===== config.mk =====
export PLATFORM = sky130hd
export DESIGN_NAME = prog_loader
export DESIGN_NICKNAME = d
export VERILOG_FILES = /design/src/rtl/prog_loader.sv
export SDC_FILE = /design/constraint.sdc
export NUM_CORES = 1
export LEC_CHECK = 0
export CAP_MARGIN = 20
export CORE_ASPECT_RATIO = 0.7
export CORE_MARGIN = 5
export CORE_UTILIZATION = 53
export CTS_CLUSTER_DIAMETER = 50
export DETAILED_ROUTE_END_ITERATION = 6
export GPL_ROUTABILITY_DRIVEN = 1
export GPL_TIMING_DRIVEN = 1
export PLACE_DENSITY = 0.8
export SYNTH_ARGS = -nofsm -noshare
export SYNTH_HDL_FRONTEND = slang
export SYNTH_SLANG_ARGS = --single-unit

===== constraint.sdc =====
create_clock -name clk -period 3.4 [get_ports clk]
set_input_delay 0.68 -clock clk [delete_from_list [all_inputs] [get_ports clk]]
set_output_delay 0.68 -clock clk [all_outputs]
set_load 0.05 [all_outputs]

===== src/rtl/prog_loader.sv =====
// rtl/prog_loader.sv - framed byte-stream loader driving the CPU program-memory write port
//
// Purpose:
//   Parses SYNC, base[31:0] (LE), len[15:0] (LE), len payload bytes and an
//   XOR checksum from a valid/ready byte stream. Each payload byte is written
//   to program memory one cycle after acceptance. The CPU is held in reset
//   until a frame loads with a matching checksum.
//
// Ports:
//   clk           in   1   clock
//   reset         in   1   synchronous, active-high reset
//   in_valid      in   1   in_data holds a byte
//   in_data       in   8   stream byte
//   in_ready      out  1   always 1; loader takes one byte per cycle
//   write_address out  32  program-memory byte address
//   write_data    out  8   program-memory byte
//   write_enable  out  1   one-cycle write strobe
//   cpu_reset_n   out  1   active-low CPU reset, high only in RUN
//   load_done     out  1   high in RUN
//   load_error    out  1   high in ERROR
//   byte_count    out  16  payload bytes written in the current or last frame

module prog_loader #(
  parameter logic [7:0]  SYNC_BYTE = 8'hA5,
  parameter logic [15:0] MAX_LEN   = 16'd1024
) (
  input  logic        clk,
  input  logic        reset,
  input  logic        in_valid,
  input  logic [7:0]  in_data,
  output logic        in_ready,
  output logic [31:0] write_address,
  output logic [7:0]  write_data,
  output logic        write_enable,
  output logic        cpu_reset_n,
  output logic        load_done,
  output logic        load_error,
  output logic [15:0] byte_count
);

  typedef enum logic [2:0] {
    S_IDLE  = 3'd0,
    S_ADDR  = 3'd1,
    S_LEN   = 3'd2,
    S_DATA  = 3'd3,
    S_CSUM  = 3'd4,
    S_RUN   = 3'd5,
    S_ERROR = 3'd6
  } state_t;

  state_t      r_state;
  logic [1:0]  r_idx;      // byte index within the address/length fields
  logic [31:0] r_base;
  logic [15:0] r_len;
  logic [7:0]  r_csum;

  state_t      w_next;
  logic        w_acc;
  logic        w_sync;
  logic [15:0] w_len_full;
  logic [15:0] w_cnt_inc;

  // No backpressure: every offered byte is taken.
  assign in_ready   = 1'b1;
  assign w_acc      = in_valid;
  assign w_sync     = (in_data == SYNC_BYTE);
  // Length as it will be once the high byte currently on in_data is stored.
  assign w_len_full = {in_data, r_len[7:0]};
  assign w_cnt_inc  = byte_count + 16'd1;

  always_comb begin
    w_next = r_state;
    if (w_acc) begin
      case (r_state)
        S_IDLE:  if (w_sync) w_next = S_ADDR;
        S_ADDR:  if (r_idx == 2'd3) w_next = S_LEN;
        S_LEN: begin
          if (r_idx[0]) begin
            if (w_len_full > MAX_LEN)       w_next = S_ERROR;
            else if (w_len_full == 16'd0)   w_next = S_CSUM;
            else                            w_next = S_DATA;
          end
        end
        // byte_count still holds the count before this byte is written.
        S_DATA:  if (w_cnt_inc == r_len) w_next = S_CSUM;
        S_CSUM:  w_next = (in_data == r_csum) ? S_RUN : S_ERROR;
        S_RUN:   if (w_sync) w_next = S_ADDR;
        S_ERROR: if (w_sync) w_next = S_ADDR;
        default: w_next = S_IDLE;
      endcase
    end
  end

  always_ff @(posedge clk) begin
    if (reset) begin
      r_state       <= S_IDLE;
      r_idx         <= 2'd0;
      r_base        <= 32'd0;
      r_len         <= 16'd0;
      r_csum        <= 8'd0;
      write_address <= 32'd0;
      write_data    <= 8'd0;
      write_enable  <= 1'b0;
      cpu_reset_n   <= 1'b0;
      load_done     <= 1'b0;
      load_error    <= 1'b0;
      byte_count    <= 16'd0;
    end else begin
      r_state      <= w_next;
      // Status flags follow the state being entered, so they move on the
      // same edge as the transition into or out of RUN/ERROR.
      cpu_reset_n  <= (w_next == S_RUN);
      load_done    <= (w_next == S_RUN);
      load_error   <= (w_next == S_ERROR);
      write_enable <= 1'b0;

      if (w_acc) begin
        case (r_state)
          S_IDLE, S_RUN, S_ERROR: begin
            if (w_sync) r_idx <= 2'd0;
          end
          S_ADDR: begin
            r_base[{r_idx, 3'b000} +: 8] <= in_data;
            r_idx <= r_idx + 2'd1;
            if (r_idx == 2'd3) begin
              // Entering LEN: start a fresh checksum and write count.
              r_csum     <= 8'd0;
              byte_count <= 16'd0;
            end
          end
          S_LEN: begin
            if (!r_idx[0]) begin
              r_len[7:0] <= in_data;
              r_idx      <= 2'd1;
            end else begin
              r_len[15:8] <= in_data;
              r_idx       <= 2'd0;
            end
          end
          S_DATA: begin
            write_enable  <= 1'b1;
            write_data    <= in_data;
            write_address <= r_base + {16'd0, byte_count};
            r_csum        <= r_csum ^ in_data;
            byte_count    <= w_cnt_inc;
          end
          default: ;
        endcase
      end
    end
  end

endmodule


==> flow_summary_export.csv <==
group,metric,value,unit
flow_run,drv_cap,0,
cells_and_area,multiInputGateArea,0.00385,sq mm
yosys,synth_fp_nets,851,
setup_path,worst_setup_path_end_kind,"flip-flop",
route,ant_nets,0,
global_route,antenna_found_initial,0,
route,routed_wl,19300,um
power,power,3260,uW
yosys,synth-seq-cells,120,
power,p_comb_share,2.5,%
setup_path,cp_top_family,"simple AND/OR/NAND/NOR gates",
cells_and_area,num-nets-final,910,
clock_network,postCtsHoldBufs,0,
setup_path,cp.required,3730,ps
yosys,netlist_instances,816,
hold_path,min_from,"write_address[5]",
yosys,ys_warn_count,0,
timing,fmax,322,MHz
setup_path,critPathArrivalTime,3430,ps
power,p_seq_share,43.2,%
timing,worst_pin_slew,921,ps
timing,finalHoldViolations,0,
power,internal-power,2580,uW
yosys,avgSynthCellArea,7.99,sq um
setup_path,critPathBufInv,1,
timing,fin_skew,12.4,ps
global_route,grt_pass1_wl,31300,um
placed_design,dp_hpwl,13400,um
setup_path,regToRegStartpoint,"byte_count[0]",
global_route,grt_pass1_vias,6123,
floorplanning,ios,72,
yosys,synth_area,0.00652,sq mm
cells_and_area,final_cells,1044,
timing,timing.final.ws_setup,295,ps
floorplanning,coreArea,0.0119,sq mm
floorplanning,fp.dieArea,0.0147,sq mm
yosys,synth_top_cell_area_share,36.9,%
global_route,grt_max_degree,49,
placed_design,place_ws,402,ps
yosys,synth-async-reset-ratio,0,%
power,switching_share,21.0,%
timing,setup-violations-final,0,
clock_network,post_cts_resized,0,
yosys,ys_top_cells_by_area,"dfxtp_1 (37%), nand2_1 (6.2%), a21oi_1 (5.1%)",
clock_network,cts.sinks,120,
setup_path,cp_slowest_cell,"or4_1",
floorplanning,rows,33,
timing,fin_crit_sh,91.3,%
global_route,grt_use_total,27.0,%
route,drc,0,
timing,drv_slew,0,
setup_path,worstPathCellList,"ha_1 > inv_1 > fa_1 > and2b_1 > o31ai_2 > a21oi_4 > o2111ai_1 > and3_1 > or4_1 > a311oi_1",
placed_design,placed_cells,1013,
route,initialDrtViolationCount,605,
power,leakage,0.00281,uW
placed_design,io_buffer_count,70,
hold_path,whs_path_depth,2,
hold_path,hold_class,"flip-flop to flip-flop",
power,power.density,411,mW/mm^2
route,detailedRoute.firstPassIterationCount,5,
setup_path,crit_type,"flip-flop to flip-flop",
yosys,yosys.area.top_type,"dfxtp_1",
setup_path,r2r_end,"write_address[30]",
cells_and_area,ff_latch_area,0.00240,sq mm
yosys,yosysUniqueCellTypes,73,
clock_network,cts_tree,"done",
yosys,synth_edf_count,0,
clock_network,root_buffer,"clkbuf_16",
floorplanning,die_x,143,um
yosys,synth_ff_type,"dfxtp_1",
floorplanning,chipHeight,103,um
hold_path,hold_end,"write_address[5]",
timing,finalSetupTns,0,ps
clock_network,numCtsBuffers,17,
setup_path,r2r_setup_slack,290,ps
route,vias,6462,
power,p_sw,684,uW
global_route,overflow,0,
cells_and_area,fin_area,0.00794,sq mm
setup_path,crit_fanout,13,
cells_and_area,diodes,0,
route,wl_per_cell,18.5,um
placed_design,gp_congestion,0.918,
timing,max_slew_margin,38.5,%
yosys,ys_top_cells_by_count,"dfxtp_1 (120), nand2_1 (107), nor2_1 (80)",
power,ir_worst_vdd,410,uV
yosys,yosysSeqAreaShare,36.9,%
clock_network,clk_pin_slew,50,ps
yosys,synth_most_common_cell,"dfxtp_1",
setup_path,r2r_cells,10,
clock_network,h-tree-depth,4,
power,p_clk_share,54.3,%
setup_path,startpoint_type,"flip-flop",
clock_network,clk_latency,420,ps
cells_and_area,drive_above_1_share,8.46,%
clock_network,clock_path_buffers,2,
placed_design,placed_area,0.00737,sq mm
cells_and_area,fill_cells,966,
floorplanning,initial_core_util,54.8,%
clock_network,post_cts_buffers,0,
status,status,"finished clean",
cells_and_area,syn2layout_area_growth,21.8,%
timing,grt_setup_unrepaired,"false",
timing,fin_crit,3110,ps
setup_path,slowest_delay,520,ps
route,vias_per_cell,6.19,
-- cell usage in the layout, fill, tap and decap left out, types with 6 or more instances in the layout --
master           netlist  final
o31ai_1                7      7
buf_4                  2     22
inv_1                 12     12
nor4_1                 6      6
xnor2_1               33     33
nand4_1                7      7
xor2_1                11     11
a31oi_1                6      6
mux2i_1               17     17
a21oi_1               66     66
or4_1                  6      6
and3_1                 9      9
a311oi_1              11     11
nor3_1                11     11
ha_1                  23     23
nand3_1               54     54
nor2_1                80     79
dfxtp_1              120    120
or3_1                  6      6
a211oi_1              13     13
and2_1                 7      7
clkbuf_16              0     17
nand2_1              107    107
nand3b_1               8      8
clkdlybuf4s50_1        0     69
o21ai_0               63     63
-- state kept, by name (all words and copies together), names as in the netlist --
| register | flops |
|---|---|
| load_done | 1 |
| write_data | 8 |
| r_csum | 8 |
| r_idx | 2 |
| r_state | 3 |
| write_address | 32 |
| byte_count | 16 |
| r_len | 16 |
| load_error | 1 |
| write_enable | 1 |
| r_base | 32 |
-- kinds of logic (layout without fill, tap and decap cells) --
logic type               Yosys count  after routing  share of synthesized area, %
buffers and inverters             66            137                          4.17
other                              1              1                        0.0575
AO/OA/AOI/OAI                    204            204                          19.4
multiplexers                      17             17                          2.61
XOR/XNOR                          44             44                          5.91
flip-flops                       120            120                          36.9
AND/OR/NAND/NOR                  339            339                          26.1
adder cells (fa/ha/maj)           25             25                          4.88
-- layer usage --
layer | vias to the layer above | routed length [um] | global-route usage, %
met4 | 0 | 444 | 10.4
met3 | 50 | 1750 | 7.05
met5 | - | 0 | 0
li1 | 3028 | - | -
met1 | 3018 | 8400 | 36.2
met2 | 366 | 8670 | 42.0
-- worst min-delay path: stages (launching register included) --
cell     delay [ps]
dfxtp_1         300
nand2_1          50
a21oi_1          50
-- worst max-delay path by stage --
| stage | end | cells after the start | start |
|---|---|---|---|
| final | write_address[30] | 10 | byte_count[0] |
| after global routing | write_address[30] | 10 | r_base[0] |
| after CTS | write_address[30] | 10 | byte_count[0] |
| after detailed placement | write_address[30] | 10 | byte_count[0] |
| after global placement | byte_count[4] | 6 | in_valid |
| after floorplan | write_address[30] | 10 | byte_count[0] |
-- per-stage QoR --
stage	util (%)	hold slack [ps]
after floorplan	-	436
after global placement	61.9	442
after detailed placement	62.0	446
after CTS	66.8	452
after global routing	66.8	471
final	66.8	449
-- power by group through the flow --
stage | clock (uW) | combinational (uW) | sequential, uW
3_3_place_gp | 0 | 76.5 | 1440
5_1_grt | 1860 | 85.6 | 1410
4_1_cts | 1780 | 79.3 | 1410
3_5_place_dp | 0 | 79.0 | 1440
2_1_floorplan | 0 | 46.4 | 1440
6_report | 1770 | 81.2 | 1410
-- cell type report --
cell class,instances,share of cell area [%]
multi-input combinational,630,48.5
timing repair buffer,93,11.0
tap,157,2.47
sequential,120,30.3
clock inverter,9,1.59
inverter,13,0.614
clock buffer,22,5.59
(Power assumes the default switching activity.)
